===== src/rtl/alu_pkg.sv =====
// Shared definitions for the ALU writeback stage.
//   - NZCV bit positions inside a 4-bit flag vector.
//   - alu_result_t: one buffered ALU result, {d, nzcv}.
//   - make_nzcv(): flag derivation from a raw ALU result.
package alu_pkg;

    localparam int ALU_W = 32;

    localparam int FLAG_N = 3;
    localparam int FLAG_Z = 2;
    localparam int FLAG_C = 1;
    localparam int FLAG_V = 0;

    typedef struct packed {
        logic [ALU_W-1:0] d;
        logic [3:0]       nzcv;
    } alu_result_t;

    function automatic logic [3:0] make_nzcv(input logic [ALU_W-1:0] d,
                                             input logic cout,
                                             input logic v);
        logic [3:0] f;
        f         = 4'b0000;
        f[FLAG_N] = d[ALU_W-1];
        f[FLAG_Z] = (d == '0);
        f[FLAG_C] = cout;
        f[FLAG_V] = v;
        return f;
    endfunction

endpackage


===== src/rtl/alu_result_stage_fifo.sv =====
// result_fifo: DEPTH-entry synchronous FIFO of entry_t.
// Ports:
//   clk, rst_n    clock, synchronous active-low reset (empties the FIFO)
//   push, push_data  write request; ignored when full (even if a pop happens)
//   pop           read request; ignored when empty
//   head          oldest entry, all-zero when empty
//   full, empty   derived from the registered occupancy only
//   count         occupancy, 0..DEPTH
module result_fifo
    import alu_pkg::*;
#(
    parameter int  DEPTH   = 2,
    parameter type entry_t = alu_result_t
) (
    input  logic                       clk,
    input  logic                       rst_n,
    input  logic                       push,
    input  entry_t                     push_data,
    input  logic                       pop,
    output entry_t                     head,
    output logic                       full,
    output logic                       empty,
    output logic [$clog2(DEPTH+1)-1:0] count
);

    localparam int PTR_W = $clog2(DEPTH);
    localparam int CNT_B = $clog2(DEPTH+1);

    entry_t             mem_q [DEPTH];
    entry_t             mem_d [DEPTH];
    logic [PTR_W-1:0]   wr_ptr_q, wr_ptr_d;
    logic [PTR_W-1:0]   rd_ptr_q, rd_ptr_d;
    logic [CNT_B-1:0]   count_q, count_d;
    logic               do_push, do_pop;

    assign full  = (count_q == CNT_B'(DEPTH));
    assign empty = (count_q == '0);
    assign count = count_q;
    assign head  = empty ? '0 : mem_q[rd_ptr_q];

    // Push is gated by the registered full flag only, so a same-cycle pop
    // never opens a slot and there is no path from pop to push acceptance.
    assign do_push = push && !full;
    assign do_pop  = pop && !empty;

    always_comb begin
        mem_d    = mem_q;
        wr_ptr_d = wr_ptr_q;
        rd_ptr_d = rd_ptr_q;
        count_d  = count_q;
        if (do_push) begin
            mem_d[wr_ptr_q] = push_data;
            wr_ptr_d        = wr_ptr_q + PTR_W'(1);  // DEPTH is a power of two: wraps naturally
        end
        if (do_pop) begin
            rd_ptr_d = rd_ptr_q + PTR_W'(1);
        end
        case ({do_push, do_pop})
            2'b10:   count_d = count_q + CNT_B'(1);
            2'b01:   count_d = count_q - CNT_B'(1);
            default: count_d = count_q;
        endcase
    end

    always_ff @(posedge clk) begin
        if (!rst_n) begin
            for (int i = 0; i < DEPTH; i++) mem_q[i] <= '0;
            wr_ptr_q <= '0;
            rd_ptr_q <= '0;
            count_q  <= '0;
        end else begin
            mem_q    <= mem_d;
            wr_ptr_q <= wr_ptr_d;
            rd_ptr_q <= rd_ptr_d;
            count_q  <= count_d;
        end
    end

endmodule


===== src/rtl/alu_result_stage.sv =====
// alu_result_stage: registered writeback stage behind the 32-bit ALU.
// Handshake: a transfer happens on a rising edge where valid && ready are both
// high; ready never depends combinationally on the partner's valid.
// Ports:
//   clk, rst_n            clock, synchronous active-low reset
//   in_valid/in_ready     producer side; in_ready = !full (registered state)
//   in_d, in_cout, in_v   ALU result, carry-out, overflow
//   in_flag_we            on accept, also load flags with the result's NZCV
//   out_valid/out_ready   consumer side; out_valid = FIFO not empty
//   out_d, out_nzcv       FIFO head, zero when empty
//   flags                 architectural NZCV register
//   ovf_cnt, ovf_clr      saturating count of accepted results with V=1, and its clear
// WIDTH must equal alu_pkg::ALU_W since the buffered entry type is fixed there.
module alu_result_stage
    import alu_pkg::*;
#(
    parameter int WIDTH = ALU_W,
    parameter int DEPTH = 2,
    parameter int CNT_W = 8
) (
    input  logic             clk,
    input  logic             rst_n,
    input  logic             in_valid,
    output logic             in_ready,
    input  logic [WIDTH-1:0] in_d,
    input  logic             in_cout,
    input  logic             in_v,
    input  logic             in_flag_we,
    output logic             out_valid,
    input  logic             out_ready,
    output logic [WIDTH-1:0] out_d,
    output logic [3:0]       out_nzcv,
    output logic [3:0]       flags,
    output logic [CNT_W-1:0] ovf_cnt,
    input  logic             ovf_clr
);

    localparam logic [CNT_W-1:0] CNT_MAX = '1;

    alu_result_t                  in_entry;
    alu_result_t                  head;
    logic                         fifo_full, fifo_empty;
    logic [$clog2(DEPTH+1)-1:0]   fifo_count;
    logic                         accept;
    logic                         ovf_inc;

    logic [3:0]       flags_q, flags_d;
    logic [CNT_W-1:0] ovf_cnt_q, ovf_cnt_d;

    assign in_entry.d    = in_d;
    assign in_entry.nzcv = make_nzcv(in_d, in_cout, in_v);

    result_fifo #(
        .DEPTH   (DEPTH),
        .entry_t (alu_result_t)
    ) u_fifo (
        .clk       (clk),
        .rst_n     (rst_n),
        .push      (in_valid),
        .push_data (in_entry),
        .pop       (out_ready),
        .head      (head),
        .full      (fifo_full),
        .empty     (fifo_empty),
        .count     (fifo_count)
    );

    assign in_ready  = !fifo_full;
    assign out_valid = !fifo_empty;
    assign out_d     = head.d;
    assign out_nzcv  = head.nzcv;
    assign flags     = flags_q;
    assign ovf_cnt   = ovf_cnt_q;

    assign accept  = in_valid && !fifo_full;
    assign ovf_inc = accept && in_v;

    always_comb begin
        flags_d   = flags_q;
        ovf_cnt_d = ovf_cnt_q;
        if (accept && in_flag_we) begin
            flags_d = in_entry.nzcv;
        end
        // A clear coinciding with a counted event keeps that event.
        if (ovf_clr) begin
            ovf_cnt_d = ovf_inc ? CNT_W'(1) : '0;
        end else if (ovf_inc && (ovf_cnt_q != CNT_MAX)) begin
            ovf_cnt_d = ovf_cnt_q + CNT_W'(1);
        end
    end

    always_ff @(posedge clk) begin
        if (!rst_n) begin
            flags_q   <= '0;
            ovf_cnt_q <= '0;
        end else begin
            flags_q   <= flags_d;
            ovf_cnt_q <= ovf_cnt_d;
        end
    end

endmodule


===== config.mk =====
export PLATFORM = sky130hd
export DESIGN_NAME = alu_result_stage
export DESIGN_NICKNAME = d
export VERILOG_FILES = /design/src/rtl/alu_pkg.sv /design/src/rtl/alu_result_stage_fifo.sv /design/src/rtl/alu_result_stage.sv
export SDC_FILE = /design/constraint.sdc
export NUM_CORES = 1
export LEC_CHECK = 0
export CORE_MARGIN = 2
export CORE_UTILIZATION = 35
export CTS_BUF_LIST = sky130_fd_sc_hd__clkbuf_16
export DETAILED_ROUTE_END_ITERATION = 8
export MAX_ROUTING_LAYER = met4
export SETUP_SLACK_MARGIN = 0.05
export SYNTH_ARGS = -nofsm -noshare
export SYNTH_HDL_FRONTEND = slang
export SYNTH_SLANG_ARGS = --single-unit

===== constraint.sdc =====
create_clock -name clk -period 2.4 [get_ports clk]
set_input_delay 0.48 -clock clk [delete_from_list [all_inputs] [get_ports clk]]
set_output_delay 0.48 -clock clk [all_outputs]
set_load 0.01 [all_outputs]

# == Word level (Yosys, flattened, before mapping) ==
# Index checks and enable logic that the tools add are counted.
# op_classes
addsub,5
n_lt_le_gt_ge,3
n_eq_ne,4
n_mux,11
bitwise,2
n_reduce_logical,12
# ops
operator,n
$mux 36,5
$bwmux 72,1
$demux 36 s1,1
$logic_not 32->1,1
$mux 8,2
$add 8x1->8 const B,1
$ne 8x8->1 const B,1
$logic_and 1x1->1,6
$eq 2x2->1 const B,2
$ge 2x2->1 const B,2
$not 1->2,2
$pmux 2 s2,1
$reduce_bool 2->1,2
$add 1x1->1 const B,2
$add 2x1->2 const B,1
$eq 2x1->1 const B,1
$logic_not 1->1,2
$logic_not 2->1,1
$lt 2x1->1 const B,1
$sub 2x1->2 const B,1
$mux 1,1
# totals
reg_bits,88
in_bits,40
out_inout_bits,50

# == Logic depth before layout (Yosys ltp) ==
# logic_depth
depth_word,7
mapped_depth,7
mapped_depth_nobuf,7

# == Hierarchy ==
# Synthesis repeated with hierarchy kept, for this count alone.
# unflattened
hier_cells,449
area_unflattened_um2,4035.1
# modules_own_cells
mod,instances,cells_per_inst,area_each_um2,seq_area_each_um2
result_fifo,1,375,3409.5,1521.5
alu_result_stage,1,74,625.6,240.2

# == Worst setup path after synthesis ==
# OpenSTA, ideal clock, no wires.
# synth_timing
kind,register to output
from,register u_fifo.rd_ptr_q
to,output out_nzcv[3]
arrival_ps,1419
slack_ps,501
path_stages_with_launch,6
cell_sequence,dfxtp_1 > clkbuf_1 > buf_2 > mux2i_1 > nor2_1 > buf_4
# synth_via
elab_chain_len,5
# synth_lines
element,line_no,rtl
"start, declared",alu_result_stage_fifo.sv:32,"logic [PTR_W-1:0] rd_ptr_q, rd_ptr_d;"
"start signal, assigned",alu_result_stage_fifo.sv:74,rd_ptr_q <= rd_ptr_d;
$not 1->2 (not written as such),alu_result_stage_fifo.sv:39,assign head = empty ? '0 : mem_q[rd_ptr_q];
$mux 36 (not written as such) (3 in series),alu_result_stage_fifo.sv:39,
$mux 36,alu_result_stage_fifo.sv:39,
"end, declared",alu_result_stage.sv:32,"output logic [3:0] out_nzcv,"
# No other way between the ends. The select of a mux whose other input is x is not followed.

# == Worst setup path after layout ==
# layout_timing
from,register u_fifo.rd_ptr_q
to,output out_d[28]
# layout_via
elab_chain_len,5
# layout_lines
element,line_no,rtl
$not 1->2 (not written as such),alu_result_stage_fifo.sv:39,
$mux 36 (not written as such) (3 in series),alu_result_stage_fifo.sv:39,
$mux 36,alu_result_stage_fifo.sv:39,
"end, declared",alu_result_stage.sv:31,"output logic [WIDTH-1:0] out_d,"
# No other way between the ends. The select of a mux whose other input is x is not followed.

==> impl_metrics.yaml <==
timing:
  setup-violations-final: 0
  max_slew_margin: 0.7289
  skew_ns: 0.005427
  fin_ws_ns: 0.1598
  min_period_ns: 2.240
  tightestPinTransition_ns: 0.4029
  tns_ns: 0
  fmax_mhz: 446.4
  period_share: 0.9334
  finalHoldViolations: 0
  drv_slew: 0
  rsz0062_at_grt: "false"
worst_hold_path:
  worstHoldStart: "u_fifo.mem_q[66]"
  min_to: "u_fifo.mem_q[66]"
  min_path_type: "register to register"
  hold_depth: 2
global_route:
  grt_pass1_wl_mm: 16.14
  gr-total-overflow: 0
  antenna_found_initial: 0
  track_usage: 0.1854
  grt_pass1_vias: 3214
  grt_max_degree: 45
floorplanning:
  rows: 37
  io_pins: 90
  coreArea_mm2: 0.01023
  die_y_um: 106.1
  fp.dieW_um: 106.1
  start_util: 0.3564
  die-area_mm2: 0.01125
job:
  cap_violations: 0
layout:
  area_growth_pct: 38.64
  layout_commonest_cell: "clkdlybuf4s50_1"
  diodes: 0
  nets: 536
  layout_common_cells: "clkdlybuf4s50_1, dfxtp_1, nand2_1, a21oi_1"
  utilization: 0.4941
  drive_gt1_frac: 0.08216
worst_setup_path:
  regToRegEndpoint: "u_fifo.count[1]"
  cp-start-kind: "register"
  critPathKind: "register to output port"
  critPathMaxFanout: 13
  cp-end-kind: "output port"
  worstPathArrival_ns: 1.76
  worst-r2r-cell-count: 7
  rr_startpoint: "u_fifo.count[1]"
  reg2reg_slack_ns: 0.43
  cp_data_required_time_ns: 1.92
power_and_ir_drop:
  power_density_mw_per_mm2: 919.0
  p_leak_uw: 0.001821
  peakVddDrop_v: 0.0004432
  power_uw: 4645
logic_synthesis:
  yosysWarnings: 0
  syn_nets: 452
  netlist_area_mm2: 0.003646
  ys_seq_elements: 86
  synth_area_per_cell_um2: 8.893
  yosysSeqAreaShare: 0.4722
  synth.distinct_cells: 38
  synth_cells: 410
route:
  avgViaCountPerCell: 5.087
  drc_errors: 0
  num_vias: 3230
  drtIter0Drc: 154
  ant_nets: 0
  first_pass_iters: 4
  finalWirelength_mm: 9.811
  wl_per_cell_um: 15.45
clocking:
  ctsHtreeMaxLevel: 3
  clk_pin_slew_ns: 0.06
  cts_root_buffer: "clkbuf_16"
  cts.sinks: 86
  clk_latency_ns: 0.34
  postCtsSetupRepairBufs: 0
  cts_tree: "done"
  cts_buffers: 9
  cts_resized: 1
  clk_path_buf_depth: 2
  cts_hold_buf: 0
run_status:
  status: "finished, final reports clean"
place:
  routabilityCongestion: 0.7676
  portBuffers: 89
  dp.final_hpwl_mm: 6.297
  pre_cts_ws_ns: 0.2270
==> critical path, stage by stage, from the launching register on <==
cell and delay (ns):
dfxtp_2 0.35, buf_4 0.27, mux2i_1 0.11, nor2_1 0.13
clkdlybuf4s50_1 0.55
==> power breakdown <==
part	internal, µW	leakage, µW	switching (µW)
combinational	660	0.000969	800
clock	913	0.000150	589
sequential	1590	0.000703	96.8
==> cell families (layout without fill, tap and decap cells) <==
family	count (synthesis)	in the layout	share of synthesized area
simple gates	158	158	0.1987
xor+xnor	3	3	0.007208
fa+ha+maj	2	2	0.006862
buf+inv	33	122	0.04289
flops	86	86	0.4722
compound gates	89	89	0.1651
mux	39	39	0.1071
==> per-layer routing <==
metal	routed length [µm]	track usage
met1	4790	0.2456
met2	4401	0.2820
met3	521	0.04231
met4	97	0.05921
met5	0	-
==> sequential cells by signal, summed over array words and instances, names as in the netlist <==
signal / count
ovf_cnt: 8
flags: 4
u_fifo.rd_ptr_q: 1
u_fifo.mem_q: 70
u_fifo.count: 2
u_fifo.wr_ptr_q: 1
==> Yosys cell counts <==
cell type	n	area [µm²]
nand2_1	76	285.3
nand4_1	3	18.77
clkbuf_1	12	45.04
nand2b_1	2	12.51
nor2_1	42	157.7
ha_1	2	25.02
and3_1	4	25.02
inv_2	1	3.750
inv_1	3	11.26
buf_2	14	70.07
a31oi_1	1	6.260
a21oi_1	42	210.2
a22o_1	34	297.8
or4_1	4	30.03
buf_4	2	15.01
nor4_1	8	50.05
buf_6	1	11.26
xnor2_1	1	8.760
and2_1	2	12.51
nand3_2	1	10.01
nand3_1	6	30.03
nand4_4	1	21.27
dfxtp_1	86	1722
or3_1	3	18.77
xor2_1	2	17.52
nand3b_2	1	11.26
and3b_1	1	8.760
and4_1	1	8.760
o41ai_1	1	8.760
mux2i_1	39	390.4
nor2b_1	1	6.260
a31oi_2	1	12.51
or2_2	1	6.260
o31ai_1	5	37.54
o21ai_0	3	15.01
o311ai_0	1	8.760
and3_4	1	11.26
o21ai_1	1	5.000
==> area by class of cell <==
type | instances | area, µm²
clock buffer | 9 | 225.2
clock inverter | 7 | 96.34
fill | 950 | 5176
inverter | 4 | 15.01
multi-input combinational | 291 | 1784
sequential | 86 | 1725
tap | 136 | 170.2
timing repair buffer | 102 | 1039
==> per-stage QoR <==
stage	area (µm²)	cells	hold slack [ns]
2_1_floorplan	3646	410	0.4248
3_3_place_gp	4726	619	0.4351
3_5_place_dp	4726	619	0.4458
4_1_cts	5050	635	0.4542
5_1_grt	5055	635	0.4691
6_report	5055	635	0.4534
==> how the worst max path moves through the flow <==
stage,start,end,depth (start not counted)
after floorplan,u_fifo.rd_ptr_q,out_nzcv[3],5
after global placement,in_d[0],flags[2],5
after detailed placement,in_d[8],flags[2],5
after CTS,u_fifo.count[0],out_d[27],4
after global routing,u_fifo.rd_ptr_q,out_nzcv[0],4
final,u_fifo.rd_ptr_q,out_d[28],4
Power figures use the tool's default switching activity.
